### src/rtl/atmega_tim4.sv
// ATmega32U4-style Timer/Counter4: 10-bit timer with prescaler, OCR4C as TOP,
// two compare/PWM channels and overflow/compare interrupt flags.
module atmega_tim4 #(
  parameter int                           BUS_ADDR_DATA_LEN = 16,
  parameter logic [BUS_ADDR_DATA_LEN-1:0] TCNT4_ADDR        = 'hBE,
  parameter logic [BUS_ADDR_DATA_LEN-1:0] TC4H_ADDR         = 'hBF,
  parameter logic [BUS_ADDR_DATA_LEN-1:0] TCCR4A_ADDR       = 'hC0,
  parameter logic [BUS_ADDR_DATA_LEN-1:0] TCCR4B_ADDR       = 'hC1,
  parameter logic [BUS_ADDR_DATA_LEN-1:0] OCR4A_ADDR        = 'hCF,
  parameter logic [BUS_ADDR_DATA_LEN-1:0] OCR4B_ADDR        = 'hD0,
  parameter logic [BUS_ADDR_DATA_LEN-1:0] OCR4C_ADDR        = 'hD1,
  parameter logic [BUS_ADDR_DATA_LEN-1:0] TIMSK4_ADDR       = 'h72,
  parameter logic [BUS_ADDR_DATA_LEN-1:0] TIFR4_ADDR        = 'h39
) (
  input  logic                         clk_i,
  input  logic                         rst_ni,
  input  logic [BUS_ADDR_DATA_LEN-1:0] addr_i,
  input  logic                         wr_i,
  input  logic                         rd_i,
  input  logic [7:0]                   bus_i,
  output logic [7:0]                   bus_o,
  input  logic                         tim_ck_i,
  input  logic                         pll_enabled_i,
  input  logic                         ovf_ack_i,
  input  logic                         compa_ack_i,
  input  logic                         compb_ack_i,
  output logic                         irq_ovf_o,
  output logic                         irq_compa_o,
  output logic                         irq_compb_o,
  output logic                         oc4a_o,
  output logic                         oc4b_o
);

  logic [9:0]  tcnt_reg, ocr4a_reg, ocr4b_reg, ocr4c_reg;
  logic [1:0]  tc4h_reg;
  logic [7:0]  tccr4a_reg, tccr4b_reg;
  logic [2:0]  timsk_reg, tifr_reg;  // bit order {OCF4A, OCF4B, TOV4}
  logic [13:0] psc_reg;
  logic        sync1_reg, sync2_reg, sync3_reg;
  logic        sup_reg, oc4a_reg, oc4b_reg;

  logic wr_tcnt, wr_tc4h, wr_tccra, wr_tccrb, wr_ocra, wr_ocrb, wr_ocrc, wr_timsk, wr_tifr;
  logic rd_tcnt, rd_ocra, rd_ocrb, rd_ocrc;

  assign wr_tcnt  = wr_i & (addr_i == TCNT4_ADDR);
  assign wr_tc4h  = wr_i & (addr_i == TC4H_ADDR);
  assign wr_tccra = wr_i & (addr_i == TCCR4A_ADDR);
  assign wr_tccrb = wr_i & (addr_i == TCCR4B_ADDR);
  assign wr_ocra  = wr_i & (addr_i == OCR4A_ADDR);
  assign wr_ocrb  = wr_i & (addr_i == OCR4B_ADDR);
  assign wr_ocrc  = wr_i & (addr_i == OCR4C_ADDR);
  assign wr_timsk = wr_i & (addr_i == TIMSK4_ADDR);
  assign wr_tifr  = wr_i & (addr_i == TIFR4_ADDR);
  assign rd_tcnt  = rd_i & (addr_i == TCNT4_ADDR);
  assign rd_ocra  = rd_i & (addr_i == OCR4A_ADDR);
  assign rd_ocrb  = rd_i & (addr_i == OCR4B_ADDR);
  assign rd_ocrc  = rd_i & (addr_i == OCR4C_ADDR);

  logic [3:0]  cs;
  logic [13:0] psc_mask;
  logic        ce, run, tick, at_top, wrap, match_a, match_b;
  logic [2:0]  set_flags, clr_flags;

  assign cs  = tccr4b_reg[3:0];
  assign ce  = pll_enabled_i ? (sync2_reg & ~sync3_reg) : 1'b1;
  assign run = ce & (cs != 4'd0);

  always_comb begin
    psc_mask = '0;
    if (cs != 4'd0) psc_mask = (14'd1 << (cs - 4'd1)) - 14'd1;
  end

  // A TCNT write in the same cycle takes priority, so that tick is dropped.
  assign tick    = run & ((psc_reg & psc_mask) == psc_mask) & ~wr_tcnt;
  assign at_top  = (tcnt_reg == ocr4c_reg);
  assign wrap    = tick & (at_top | (tcnt_reg == 10'h3FF));
  assign match_a = tick & ~sup_reg & (tcnt_reg == ocr4a_reg);
  assign match_b = tick & ~sup_reg & (tcnt_reg == ocr4b_reg);

  assign set_flags = {match_a, match_b, tick & at_top};
  assign clr_flags = ({3{wr_tifr}} & {bus_i[6], bus_i[5], bus_i[2]})
                   | {compa_ack_i, compb_ack_i, ovf_ack_i};

  always_ff @(posedge clk_i or negedge rst_ni) begin
    if (!rst_ni) begin
      tcnt_reg   <= '0;
      ocr4a_reg  <= '0;
      ocr4b_reg  <= '0;
      ocr4c_reg  <= 10'h0FF;
      tc4h_reg   <= '0;
      tccr4a_reg <= '0;
      tccr4b_reg <= '0;
      timsk_reg  <= '0;
      tifr_reg   <= '0;
      psc_reg    <= '0;
      sync1_reg  <= 1'b0;
      sync2_reg  <= 1'b0;
      sync3_reg  <= 1'b0;
      sup_reg    <= 1'b0;
      oc4a_reg   <= 1'b0;
      oc4b_reg   <= 1'b0;
    end else begin
      sync1_reg <= tim_ck_i;
      sync2_reg <= sync1_reg;
      sync3_reg <= sync2_reg;

      if (wr_tccrb && bus_i[6]) psc_reg <= '0;
      else if (run)             psc_reg <= psc_reg + 14'd1;

      if (wr_tcnt) begin
        tcnt_reg <= {tc4h_reg, bus_i};
        sup_reg  <= 1'b1;
      end else if (tick) begin
        tcnt_reg <= at_top ? 10'd0 : tcnt_reg + 10'd1;
        sup_reg  <= 1'b0;
      end

      // Hardware set wins over a simultaneous software/ack clear.
      tifr_reg <= (tifr_reg & ~clr_flags) | set_flags;

      if (!tccr4a_reg[0])  oc4a_reg <= 1'b0;
      else if (match_a)    oc4a_reg <= 1'b0;
      else if (wrap)       oc4a_reg <= 1'b1;

      if (!tccr4a_reg[1])  oc4b_reg <= 1'b0;
      else if (match_b)    oc4b_reg <= 1'b0;
      else if (wrap)       oc4b_reg <= 1'b1;

      if (wr_tc4h)      tc4h_reg <= bus_i[1:0];
      else if (rd_tcnt) tc4h_reg <= tcnt_reg[9:8];
      else if (rd_ocra) tc4h_reg <= ocr4a_reg[9:8];
      else if (rd_ocrb) tc4h_reg <= ocr4b_reg[9:8];
      else if (rd_ocrc) tc4h_reg <= ocr4c_reg[9:8];

      if (wr_tccra) tccr4a_reg <= bus_i;
      if (wr_tccrb) tccr4b_reg <= bus_i & 8'hBF;
      if (wr_ocra)  ocr4a_reg  <= {tc4h_reg, bus_i};
      if (wr_ocrb)  ocr4b_reg  <= {tc4h_reg, bus_i};
      if (wr_ocrc)  ocr4c_reg  <= {tc4h_reg, bus_i};
      if (wr_timsk) timsk_reg  <= {bus_i[6], bus_i[5], bus_i[2]};
    end
  end

  always_comb begin
    bus_o = 8'h00;
    if (rd_i && rst_ni) begin
      case (addr_i)
        TCNT4_ADDR:  bus_o = tcnt_reg[7:0];
        TC4H_ADDR:   bus_o = {6'b0, tc4h_reg};
        TCCR4A_ADDR: bus_o = tccr4a_reg;
        TCCR4B_ADDR: bus_o = tccr4b_reg;
        OCR4A_ADDR:  bus_o = ocr4a_reg[7:0];
        OCR4B_ADDR:  bus_o = ocr4b_reg[7:0];
        OCR4C_ADDR:  bus_o = ocr4c_reg[7:0];
        TIMSK4_ADDR: bus_o = {1'b0, timsk_reg[2:1], 2'b0, timsk_reg[0], 2'b0};
        TIFR4_ADDR:  bus_o = {1'b0, tifr_reg[2:1], 2'b0, tifr_reg[0], 2'b0};
        default:     bus_o = 8'h00;
      endcase
    end
  end

  assign irq_ovf_o   = tifr_reg[0] & timsk_reg[0];
  assign irq_compb_o = tifr_reg[1] & timsk_reg[1];
  assign irq_compa_o = tifr_reg[2] & timsk_reg[2];
  assign oc4a_o      = oc4a_reg;
  assign oc4b_o      = oc4b_reg;

endmodule
### config.mk
export PLATFORM = sky130hd
export DESIGN_NAME = atmega_tim4
export DESIGN_NICKNAME = d
export VERILOG_FILES = /design/src/rtl/atmega_tim4.sv
export SDC_FILE = /design/constraint.sdc
export NUM_CORES = 1
export LEC_CHECK = 0
export BUFFER_PORTS_ARGS = -buffer_cell sky130_fd_sc_hd__buf_2
export CAP_MARGIN = 20
export CORE_MARGIN = 3
export CORE_UTILIZATION = 35
export DETAILED_ROUTE_END_ITERATION = 12
export SYNTH_ARGS = -nofsm -noshare
export SYNTH_HDL_FRONTEND = slang
export SYNTH_SLANG_ARGS = --single-unit
### constraint.sdc
create_clock -name clk_i -period 3.9 [get_ports clk_i]
set_input_delay 0.78 -clock clk_i [delete_from_list [all_inputs] [get_ports clk_i]]
set_output_delay 0.78 -clock clk_i [all_outputs]
set_load 0.02 [all_outputs]
==> reports/results.ini <==
[run_status]
status=finished, final reports clean

[routing]
drc=0
antenna_left=0
dr.first_iter.drc_count=521
drt-pass1-iter-count=5
avgRoutedWirePerCell_um=19.5
dr_total_vias=4395
via_per_inst=5.81
wl_mm=14.8

[cts]
h-tree-depth=3
cts_made_buffers=9
clock_path_buffers=2
cts_hold_buf=0
clkTransAtPathRegs_ns=0.06
ctsRootBufferMaster=clkbuf_16
insertion_delay_ns=0.36
numClockSinks=83
cts_tree=yes

[layout]
multi_input_area_um2=2840
instances_no_fill=756
area.growth.synth_to_final_pct=16.8
largest_register_ffs=14
drive_above_1_share_pct=28.8
final.fill_count=1400
layout_common_cells=dfrtp_1, buf_2, mux2_2
regArea_um2=2090
fin_nets=607
n_antenna_cell=0
final_common_cell=dfrtp_1
fin_util_pct=42.4

[synth]
netlist_area_um2=5120
synth_top_area_cell=dfrtp_1
synth_seq_cells=83
post-synth-top-area-fraction_pct=36.7
synthDistinctLibCells=67
synth-edff-count=0
syn_inst=522
seq_area_frac_synth_pct=40.8
syn_nets=558
synth_area_leaders=dfrtp_1, mux2_2, dfstp_2
ys.flop_type=dfrtp_1
synth_area_per_cell_um2=9.80
yosys_warnings=0
async_flop_share_pct=100

[sta]
setup_viol_count_final=0
fin_crit_sh_pct=97.5
finalCriticalPeriod_ns=3.80
rsz0062_at_grt=true
final_hold_viol_count=0
slew-limit-headroom_pct=46.2
tightestPinTransition_ns=0.799
finalMaxSlewViolations=0
fmax_ghz=0.263
finClkSkew_ns=0.0178

[placed_design]
gp_congestion=0.933
numPortBuffers=45
dp.cells=739
dp_hpwl_mm=10.8

[grt]
gr-usage-met1_pct=27.2
grtUsageMet2_pct=27.8
antenna_found_initial=0
grt_pass1_wl_mm=23.7
grt-busiest-layer=met2
grt_util_met3_pct=2.99
grt_max_degree=84
grt_pass1_vias=4358
track_usage_pct=18.7
overflow=0

[floorplanning]
dieWidth_um=127
die_h_um=127
ioPinCount=46
initial_core_util_pct=36.3
fp.dieArea_um2=16100
rows=43
core_um2=14100

[critical_path]
worst_path_max_delay_cell=or4_1
crit_path_cell_trace=buf_2 > or4_1 > buf_4 > or4_1 > a21oi_1 > or4_1 > nand3_4 > a31oi_1 > buf_2
crit_path_max_incr_delay_ns=0.54
crit_required_ns=3.12
worstPathArrival_ns=3.02
start_kind=primary input
path_max_fanout=8
endpoint_kind=primary output
crit_type=in2out
crit_top_cell=or4_1

[run]
maxCapViolCount=0

[power_and_ir_drop]
leakagePower_nw=2.66
total_power_mw=1.81
ir_drop_mv=0.470
power_density_nw_per_um2=303

[hold_path]
min_path_type=reg2reg

==> logic make-up after synthesis <==
logic type / Yosys count / share of synthesized area [%]
mux: 47 / 10.6
xor+xnor: 43 / 7.36
fa+ha+maj: 3 / 0.734
flops: 83 / 40.8
compound gates: 111 / 15.3
simple gates: 181 / 20.6
buf+inv: 54 / 4.57
==> synth_stat cells (all sizes together), types with 4 or more instances <==
| library cell | instances |
|---|---|
| xor2 | 23 |
| a21oi | 13 |
| or4 | 8 |
| nand2 | 41 |
| nand3b | 5 |
| inv | 21 |
| mux2 | 47 |
| nand2b | 8 |
| a31oi | 13 |
| a22oi | 9 |
| and3 | 6 |
| nor2 | 30 |
| a21boi | 5 |
| xnor2 | 20 |
| and2 | 8 |
| nor4b | 6 |
| dfrtp | 75 |
| nand4 | 11 |
| o211ai | 5 |
| dfstp | 8 |
| o21ai | 22 |
| a222oi | 9 |
| buf | 11 |
| nor3 | 14 |
| o31ai | 5 |
| nand3 | 16 |
| a221oi | 5 |
| clkbuf | 22 |
| nor2b | 4 |
| nor4 | 15 |
==> repair_timing <==
item,CTS,global route
resized for setup,0,8
setup buffers,0,0
setup endpoints to repair,0,8
==> metal layers <==
| layer | wire length [um] | up-vias |
|---|---|---|
| met4 | 244 | 0 |
| li1 | - | 2039 |
| met5 | 0 | - |
| met3 | 863 | 16 |
| met1 | 6870 | 2200 |
| met2 | 6790 | 140 |
==> worst max-delay path: cells and delay by family <==
kind	cells	cell delay, ns
buf+inv	3	0.46
compound gates	2	0.35
simple gates	4	1.43
==> report_power, final <==
part / total, mW / internal, mW / switching, mW / leakage (nW)
Combinational: 0.0805 / 0.0257 / 0.0548 / 1.41
Clock: 0.865 / 0.456 / 0.408 / 0.149
Sequential: 0.865 / 0.863 / 0.00156 / 1.10
Total: 1.81 / 1.35 / 0.465 / 2.66
==> worst paths after layout <==
kind	from	to	slack, ns	cells after the start
worst max-delay path	addr_i[13]	bus_o[6]	0.1	9
worst min-delay path	sync1_reg	sync2_reg	0.35	0
worst max register to register	tccr4b_reg[3]	oc4b_o	0.44	9
worst min register to register	sync1_reg	sync2_reg	0.35	0
max in group asynchronous	rst_ni	ocr4c_reg[1]	2.85	3
min in group asynchronous	rst_ni	tc4h_reg[0]	0.39	2
==> layout make-up <==
type / count / share of cell area, %
clock buffers: 9 / 3.77
clock inverters: 7 / 1.28
inverters: 21 / 1.32
multi-input cells: 385 / 47.5
repair buffers: 71 / 7.47
well taps: 180 / 3.77
flip-flops and latches: 83 / 34.9
==> metrics by stage <==
step	worst slack, ns	instance area, um^2	hold WS [ns]	TNS [ns]
2_1_floorplan	0.174	5120	0.331	0
3_3_place_gp	0.0641	5610	0.343	0
3_5_place_dp	0.0382	5610	0.340	0
4_1_cts	0.0350	5910	0.356	0
5_1_grt	-0.0102	5980	0.368	-0.0178
6_report	0.0985	5980	0.351	0
(Power assumes the default switching activity.)
